$ cat config.mk
export PLATFORM = sky130hd
export DESIGN_NAME = edge_stream_buffer_flat
export DESIGN_NICKNAME = d
export VERILOG_FILES = /design/src/rtl/edge_stream_buffer_if.sv /design/src/rtl/edge_stream_buffer.sv /design/src/flat_wrapper.sv
export SDC_FILE = /design/constraint.sdc
export NUM_CORES = 1
export LEC_CHECK = 0
export BUFFER_PORTS_ARGS = -buffer_cell sky130_fd_sc_hd__buf_2
export CORE_MARGIN = 2
export CORE_UTILIZATION = 40
export CTS_CLUSTER_DIAMETER = 120
export DETAILED_ROUTE_END_ITERATION = 10
export PLACE_DENSITY = 0.61
export SYNTH_ARGS = -nofsm -noshare
export SYNTH_HDL_FRONTEND = slang
export SYNTH_SLANG_ARGS = --single-unit
$ cat constraint.sdc
create_clock -name clk -period 8.82 [get_ports clk]
set_input_delay 0.441 -clock clk [delete_from_list [all_inputs] [get_ports clk]]
set_output_delay 0.441 -clock clk [all_outputs]
set_load 0.05 [all_outputs]
$ cat src/rtl/edge_stream_buffer_if.sv
// Handshake and data bundle between the edge PEs, the RS port
// and the output-SRAM request path of edge_stream_buffer.
interface edge_stream_buffer_if #(
    parameter int NUM_PE  = 4,
    parameter int FV_SIZE = 16
);
    logic [NUM_PE-1:0]                   edge_sos;
    logic [NUM_PE-1:0]                   edge_eos;
    logic [NUM_PE-1:0]                   edge_done_aggr;
    logic [NUM_PE-1:0]                   edge_wb_en;
    logic [NUM_PE-1:0][1:0][FV_SIZE-1:0] edge_fv;
    logic [NUM_PE-1:0]                   req_grant;
    logic                                RS_available;

    logic                                rs_pkt_sos;
    logic                                rs_pkt_eos;
    logic [1:0][FV_SIZE-1:0]             rs_pkt_fv;

    logic [NUM_PE-1:0]                   bank_busy;
    logic [NUM_PE-1:0]                   outbuff_req;
    logic [NUM_PE-1:0]                   outbuff_sos;
    logic [NUM_PE-1:0]                   outbuff_eos;
    logic [NUM_PE-1:0][1:0][FV_SIZE-1:0] outbuff_fv;

    modport master (
        output edge_sos, edge_eos, edge_done_aggr, edge_wb_en, edge_fv,
        output req_grant, RS_available,
        input  rs_pkt_sos, rs_pkt_eos, rs_pkt_fv,
        input  bank_busy, outbuff_req, outbuff_sos, outbuff_eos, outbuff_fv
    );

    modport slave (
        input  edge_sos, edge_eos, edge_done_aggr, edge_wb_en, edge_fv,
        input  req_grant, RS_available,
        output rs_pkt_sos, rs_pkt_eos, rs_pkt_fv,
        output bank_busy, outbuff_req, outbuff_sos, outbuff_eos, outbuff_fv
    );
endinterface

$ cat src/rtl/edge_stream_buffer.sv
// Per-PE packet capture with streaming to the RS or output SRAM.
// The shared RS port is granted round-robin and held until eos.
module edge_stream_buffer #(
    parameter int NUM_PE  = 4,
    parameter int FV_SIZE = 16,
    parameter int DEPTH   = 8
) (
    input logic                 clk,
    input logic                 reset,
    edge_stream_buffer_if.slave bus
);
    localparam int CW = $clog2(DEPTH + 1);
    localparam int AW = (DEPTH > 1) ? $clog2(DEPTH) : 1;
    localparam int IW = (NUM_PE > 1) ? $clog2(NUM_PE) : 1;

    typedef enum logic [2:0] {
        EMPTY,
        FILL,
        WAIT_RS,
        WAIT_OB,
        STREAM_RS,
        STREAM_OB
    } lane_state_e;

    typedef enum logic {
        IDLE,
        BLOCKED
    } top_state_e;

    typedef logic [1:0][FV_SIZE-1:0] fv_t;

    logic [NUM_PE-1:0] rs_req;
    logic [NUM_PE-1:0] masked_req;
    logic [NUM_PE-1:0] rs_grant;
    logic [NUM_PE-1:0] gnt_n;
    logic [NUM_PE-1:0] grant_last;
    logic [NUM_PE-1:0] grant_last_n;
    logic [NUM_PE-1:0] lane_rs_sos;
    logic [NUM_PE-1:0] lane_rs_eos;
    fv_t  [NUM_PE-1:0] lane_rs_fv;
    logic [NUM_PE-1:0] ob_req;
    logic [NUM_PE-1:0] ob_sos;
    logic [NUM_PE-1:0] ob_eos;
    fv_t  [NUM_PE-1:0] ob_fv;
    logic [NUM_PE-1:0] busy;

    for (genvar i = 0; i < NUM_PE; i++) begin : g_lane
        lane_state_e   st;
        lane_state_e   st_n;
        logic [CW-1:0] cnt;
        logic [CW-1:0] cnt_n;
        logic [CW-1:0] rd;
        logic [CW-1:0] rd_n;
        logic [CW-1:0] base;
        logic          done;
        logic          done_n;
        logic          wr_en;
        logic [AW-1:0] wr_idx;
        logic          last_beat;
        fv_t           rd_data;
        fv_t           mem [DEPTH];

        assign last_beat = (rd == cnt - CW'(1));
        assign rd_data   = mem[rd[AW-1:0]];

        always_comb begin
            st_n   = st;
            cnt_n  = cnt;
            rd_n   = rd;
            done_n = done;
            wr_en  = 1'b0;
            wr_idx = '0;
            base   = '0;
            unique case (st)
                EMPTY, FILL: begin
                    if (bus.edge_wb_en[i] &&
                        (bus.edge_sos[i] || st == FILL)) begin
                        base   = bus.edge_sos[i] ? '0 : cnt;
                        // beats past DEPTH are dropped, eos still counts
                        wr_en  = (base < CW'(DEPTH));
                        wr_idx = base[AW-1:0];
                        cnt_n  = wr_en ? base + CW'(1) : base;
                        done_n = (done & ~bus.edge_sos[i]) |
                                 bus.edge_done_aggr[i];
                        if (bus.edge_eos[i]) begin
                            st_n = done_n ? WAIT_OB : WAIT_RS;
                            rd_n = '0;
                        end else begin
                            st_n = FILL;
                        end
                    end
                end
                WAIT_RS: begin
                    if (rs_grant[i]) st_n = STREAM_RS;
                end
                WAIT_OB: begin
                    if (bus.req_grant[i]) st_n = STREAM_OB;
                end
                STREAM_RS, STREAM_OB: begin
                    rd_n = rd + CW'(1);
                    if (last_beat) st_n = EMPTY;
                end
                default: st_n = EMPTY;
            endcase
        end

        always_ff @(posedge clk or posedge reset) begin
            if (reset) begin
                st   <= EMPTY;
                cnt  <= '0;
                rd   <= '0;
                done <= 1'b0;
            end else begin
                st   <= st_n;
                cnt  <= cnt_n;
                rd   <= rd_n;
                done <= done_n;
            end
        end

        always_ff @(posedge clk) begin
            if (wr_en) mem[wr_idx] <= bus.edge_fv[i];
        end

        assign rs_req[i]      = (st == WAIT_RS);
        assign lane_rs_sos[i] = (st == STREAM_RS) && (rd == '0);
        assign lane_rs_eos[i] = (st == STREAM_RS) && last_beat;
        assign lane_rs_fv[i]  = (st == STREAM_RS) ? rd_data : '0;
        assign ob_req[i]      = (st == WAIT_OB);
        assign ob_sos[i]      = (st == STREAM_OB) && (rd == '0);
        assign ob_eos[i]      = (st == STREAM_OB) && last_beat;
        assign ob_fv[i]       = (st == STREAM_OB) ? rd_data : '0;
        assign busy[i]        = (st != EMPTY) && (st != FILL);
    end

    top_state_e top;
    top_state_e top_n;
    logic       any_grant;
    logic       any_eos;

    assign any_grant = |rs_grant;
    assign any_eos   = |lane_rs_eos;

    always_comb begin
        top_n        = top;
        grant_last_n = grant_last;
        unique case (top)
            IDLE: begin
                if (any_grant) begin
                    top_n        = BLOCKED;
                    grant_last_n = rs_grant;
                end
            end
            BLOCKED: begin
                if (any_eos) top_n = IDLE;
            end
            default: top_n = IDLE;
        endcase
        // the eos cycle unmasks, so the next grant follows with no gap
        masked_req = rs_req;
        if (any_grant || (top == BLOCKED && !any_eos) ||
            !bus.RS_available) begin
            masked_req = '0;
        end
    end

    always_ff @(posedge clk or posedge reset) begin
        if (reset) begin
            top        <= IDLE;
            grant_last <= '0;
        end else begin
            top        <= top_n;
            grant_last <= grant_last_n;
        end
    end

    logic [IW-1:0] last_idx;
    logic [IW-1:0] idx_n;
    logic          gnt_found;

    always_comb begin : p_arb
        logic [IW:0] jw;
        gnt_n     = '0;
        idx_n     = last_idx;
        gnt_found = 1'b0;
        jw        = '0;
        for (int k = 0; k < NUM_PE; k++) begin
            jw = {1'b0, last_idx} + (IW+1)'(1) + (IW+1)'(k);
            if (jw >= (IW+1)'(NUM_PE)) jw = jw - (IW+1)'(NUM_PE);
            if (!gnt_found && masked_req[jw[IW-1:0]]) begin
                gnt_n[jw[IW-1:0]] = 1'b1;
                idx_n             = jw[IW-1:0];
                gnt_found         = 1'b1;
            end
        end
    end

    always_ff @(posedge clk or posedge reset) begin
        if (reset) begin
            rs_grant <= '0;
            last_idx <= IW'(NUM_PE - 1);
        end else begin
            rs_grant <= gnt_n;
            if (gnt_found) last_idx <= idx_n;
        end
    end

    logic rs_sos;
    logic rs_eos;
    fv_t  rs_fv;

    always_comb begin
        rs_sos = 1'b0;
        rs_eos = 1'b0;
        rs_fv  = '0;
        for (int i = 0; i < NUM_PE; i++) begin
            if (grant_last[i]) begin
                rs_sos = rs_sos | lane_rs_sos[i];
                rs_eos = rs_eos | lane_rs_eos[i];
                rs_fv  = rs_fv | lane_rs_fv[i];
            end
        end
    end

    assign bus.rs_pkt_sos  = rs_sos;
    assign bus.rs_pkt_eos  = rs_eos;
    assign bus.rs_pkt_fv   = rs_fv;
    assign bus.bank_busy   = busy;
    assign bus.outbuff_req = ob_req;
    assign bus.outbuff_sos = ob_sos;
    assign bus.outbuff_eos = ob_eos;
    assign bus.outbuff_fv  = ob_fv;
endmodule

$ cat src/flat_wrapper.sv
// flat-port wrapper written by rule: the top's interface ports become plain ports
module edge_stream_buffer_flat 
#(
    parameter int NUM_PE  = 4,
    parameter int FV_SIZE = 16,
    parameter int DEPTH   = 8
)
  (clk, reset, bus_edge_sos, bus_edge_eos, bus_edge_done_aggr, bus_edge_wb_en, bus_edge_fv, bus_req_grant, bus_RS_available, bus_rs_pkt_sos, bus_rs_pkt_eos, bus_rs_pkt_fv, bus_bank_busy, bus_outbuff_req, bus_outbuff_sos, bus_outbuff_eos, bus_outbuff_fv);
  edge_stream_buffer_if #(.NUM_PE(NUM_PE), .FV_SIZE(FV_SIZE)) bus_i ();
  input logic clk;
  input logic reset;
  input wire logic [$bits(bus_i.edge_sos)-1:0] bus_edge_sos;
  input wire logic [$bits(bus_i.edge_eos)-1:0] bus_edge_eos;
  input wire logic [$bits(bus_i.edge_done_aggr)-1:0] bus_edge_done_aggr;
  input wire logic [$bits(bus_i.edge_wb_en)-1:0] bus_edge_wb_en;
  input wire logic [$bits(bus_i.edge_fv)-1:0] bus_edge_fv;
  input wire logic [$bits(bus_i.req_grant)-1:0] bus_req_grant;
  input wire logic [$bits(bus_i.RS_available)-1:0] bus_RS_available;
  output wire logic [$bits(bus_i.rs_pkt_sos)-1:0] bus_rs_pkt_sos;
  output wire logic [$bits(bus_i.rs_pkt_eos)-1:0] bus_rs_pkt_eos;
  output wire logic [$bits(bus_i.rs_pkt_fv)-1:0] bus_rs_pkt_fv;
  output wire logic [$bits(bus_i.bank_busy)-1:0] bus_bank_busy;
  output wire logic [$bits(bus_i.outbuff_req)-1:0] bus_outbuff_req;
  output wire logic [$bits(bus_i.outbuff_sos)-1:0] bus_outbuff_sos;
  output wire logic [$bits(bus_i.outbuff_eos)-1:0] bus_outbuff_eos;
  output wire logic [$bits(bus_i.outbuff_fv)-1:0] bus_outbuff_fv;
  assign bus_i.edge_sos = bus_edge_sos;
  assign bus_i.edge_eos = bus_edge_eos;
  assign bus_i.edge_done_aggr = bus_edge_done_aggr;
  assign bus_i.edge_wb_en = bus_edge_wb_en;
  assign bus_i.edge_fv = bus_edge_fv;
  assign bus_i.req_grant = bus_req_grant;
  assign bus_i.RS_available = bus_RS_available;
  assign bus_rs_pkt_sos = bus_i.rs_pkt_sos;
  assign bus_rs_pkt_eos = bus_i.rs_pkt_eos;
  assign bus_rs_pkt_fv = bus_i.rs_pkt_fv;
  assign bus_bank_busy = bus_i.bank_busy;
  assign bus_outbuff_req = bus_i.outbuff_req;
  assign bus_outbuff_sos = bus_i.outbuff_sos;
  assign bus_outbuff_eos = bus_i.outbuff_eos;
  assign bus_outbuff_fv = bus_i.outbuff_fv;
  edge_stream_buffer #(.NUM_PE(NUM_PE), .FV_SIZE(FV_SIZE), .DEPTH(DEPTH)) u_core (.clk(clk), .reset(reset), .bus(bus_i));
endmodule
==> flow_metrics.tcl <==
set metrics [dict create \
    numPortBuffers 328 \
    seq_area_frac_synth_pct 73.7 \
    ys_warn_count 0 \
    tns_ns 0 \
    grt_pass1_vias 24000 \
    clk_latency_ns 0.71 \
    layout.nets 2912 \
    cp_cell_sequence "buf_4 -> mux4_2 -> mux2i_1 -> o22a_1 -> o221ai_1 -> buf_2" \
    ctsResizeCount 0 \
    synthCells 2253 \
    totalWireLength_um 122000 \
    min_period_over_period_pct 56.5 \
    path_class "register to output pin" \
    ant_nets 0 \
    area_growth_pct 19.0 \
    finalSetupViolations 0 \
    clockBufferDepth 3 \
    grt_pass1_wl_um 174000 \
    synth_adder_area_share_pct 0.572 \
    ys.flop_type "edfxtp_1" \
    die-area_um2 112000 \
    hold_buffers 121 \
    grt_overflow_total 0 \
    clock_skew_ns 0.0323 \
    synth_area_per_cell_um2 19.4 \
    die_h_um 335 \
    dr.pass1.iters 6 \
    synth_top_area_share_pct 70.3 \
    rows 121 \
    endpoint_kind "output pin" \
    powerDensity_nw_per_um2 290 \
    crit_required_ns 8.38 \
    ir_drop_mv 0.183 \
    synth_compound_area_share_pct 3.38 \
    antenna_found_initial 26 \
    ioPinCount 329 \
    slowest_delay_ns 0.95 \
    drt_iter0_markers 2865 \
    netSwitchingPower_w 0.00488 \
    cts_root_buf "clkbuf_16" \
    core_um2 109000 \
    syn-num-nets 2424 \
    vias 24100 \
    numCtsBuffers 112 \
    fmax_mhz 201 \
    die_w_um 335 \
    grt_use_total_pct 21.6 \
    cp.arrival_ns 4.54 \
    worst_setup_path_start_kind "register" \
    dpl_cell_area_um2 47200 \
    synth-simple-area-share_pct 3.66 \
    synth_edf_count 1024 \
    place_congestion 0.819 \
    finalCriticalPeriod_ns 4.98 \
    async_flop_share_pct 5.45 \
    grt_max_degree 70 \
    hold_path.class "primary input to register" \
    path_buf_inv 2 \
    clk_pin_slew_worst_paths_ns 0.06 \
    hold_viol_final 0 \
    netlist_area_um2 43700 \
    htreeDepth 3 \
    start_util_pct 40.2 \
    drive_gt1_share_pct 30.2 \
    rsz0062_at_grt "false" \
    cap_viol_max_count 0 \
    max_slew_margin_pct 19.3 \
    cp_top_family "multiplexers" \
    outcome "finished clean" \
    switching_share_pct 32.3 \
    synthXorXnorAreaFrac_pct 0.552 \
    synth_common_cells "1024 x edfxtp_1, 259 x mux4_2, 180 x nor2_1, 134 x mux2i_1, 69 x clkbuf_1" \
    cp_max_fo 41 \
    synth_cell_types 65 \
    synth_top_family_by_area "multiplexers" \
    clockPowerShare_pct 30.5 \
    post-cts-setup-buffers 0 \
    cts_tree "done" \
    leakage_nw 17.2 \
    yosysMostFrequentCell "edfxtp_1" \
    p_seq_share_pct 42.7 \
    slew_viol_final 0 \
    viasPerCell 5.67 \
    worstMarginPinSlew_ns 1.18 \
    dp_hpwl_um 80000 \
    critical_path.slowest_cell "dfrtp_4" \
    ys_ff_latch 1083 \
    numClockSinks 1083 \
    power.internal_w 0.0102 \
    ys_top_cells_by_area "edfxtp_1 70%, mux4_2 13%, dfrtp_1 3.3%, mux2i_1 3.1%, nor2_1 1.5%" \
    synth_mux_area_share_pct 16.4 \
    yosys.area.top_type "edfxtp_1" \
    power_frac_comb_pct 26.9 \
    final_cell_area_um2 52000 \
    wire_per_inst_um 28.6 \
    drc 0 \
]
[final cells by class]
cell class                 instances  area, um2
antenna                           10       25.0
clock buffer                     135       2900
clock inverter                    73        694
fill                            9052      56700
inverter                          45        169
multi-input combinational        995      11000
sequential                      1083      32300
tap                             1414       1770
timing repair buffer             504       3270
[cells by family after synthesis]
logic type               Yosys count
flip-flops                      1083
multiplexers                     394
AND/OR/NAND/NOR                  350
AO/OA/AOI/OAI                    205
buffers and inverters            175
XOR/XNOR                          26
adder cells (fa/ha/maj)           20
[through the flow]
stage | worst slack (ns) | std cells | hold slack (ns) | util [%] | total power, W
2_1_floorplan | 4.01 | 2253 | 0.458 | - | 0.00924
3_3_place_gp | 4.61 | 3920 | 0.475 | 43.4 | 0.0105
3_5_place_dp | 4.62 | 3920 | 0.480 | 43.4 | 0.0106
4_1_cts | 3.86 | 4249 | 0.000117 | 47.8 | 0.0152
5_1_grt | 3.51 | 4252 | 0.0172 | 47.9 | 0.0157
6_report | 3.84 | 4259 | 0.0317 | 47.9 | 0.0151
[worst paths after layout]
path,start,to,slack (ns),cells after the start
max,u_core.g_lane[2].rd[0],bus_rs_pkt_fv[1],3.84,6
min,bus_edge_fv[26],u_core.g_lane[0].mem[0][26],0.03,1
max reg2reg,u_core.g_lane[2].st[1],u_core.g_lane[2].mem[0][9],5.66,6
min reg2reg,u_core.g_lane[1].done,u_core.g_lane[1].done,0.51,1
max in group asynchronous,reset,u_core.g_lane[0].rd[0],8.06,3
min in group asynchronous,reset,u_core.g_lane[3].st[2],0.04,3
[power by group through the flow]
stage / sequential [W] / clock [W] / combinational, W
5_1_grt: 0.00650 / 0.00489 / 0.00430
3_3_place_gp: 0.00653 / 0 / 0.00398
3_5_place_dp: 0.00656 / 0 / 0.00402
6_report: 0.00645 / 0.00460 / 0.00406
2_1_floorplan: 0.00624 / 0 / 0.00300
4_1_cts: 0.00645 / 0.00468 / 0.00408
[worst reg2reg max path: stages, from the launching register on]
cell and delay [ns]:
dfrtp_1 0.49, nor2_1 0.30, nand3b_1 0.27, a21oi_1 0.25, o21ai_0 0.40, a21oi_4 0.61
buf_4 0.46
[routing by layer]
layer,share of wire (%),GRT usage (%),up-vias
li1,-,-,10200
met1,40,29.6,12700
met2,48,34.1,1056
met3,9.1,5.46,168
met4,3.0,6.59,22
met5,0.13,0,-
[state kept, by name, indices dropped and copies added, names as in the netlist]
register	cells
u_core.rs_grant	4
u_core.g_lane.rd	16
u_core.g_lane.mem	1024
u_core.last_idx	2
u_core.g_lane.done	4
u_core.top	1
u_core.g_lane.st	12
u_core.grant_last	4
u_core.g_lane.cnt	16
[cells in the final DEF (no fill, tap or decap), types with 11 or more instances in the layout]
cell / synthesis / final
edfxtp_1: 1024 / 1024
buf_2: 36 / 328
mux4_2: 259 / 259
nor2_1: 180 / 168
mux2i_1: 134 / 134
dlygate4sd3_1: 0 / 121
clkbuf_16: 0 / 112
nand2_1: 59 / 59
buf_4: 1 / 55
o21ai_0: 50 / 50
dfrtp_1: 57 / 45
inv_1: 44 / 43
o22a_1: 32 / 32
o221ai_1: 32 / 32
clkinv_1: 1 / 28
a21oi_1: 27 / 24
clkbuf_1: 69 / 22
ha_1: 20 / 20
nor3_1: 27 / 16
clkinv_2: 0 / 16
xnor2_1: 15 / 15
nand3_1: 14 / 14
nor2_4: 0 / 12
nor3_2: 0 / 11
Note: power is estimated with default switching activity, not from simulation.
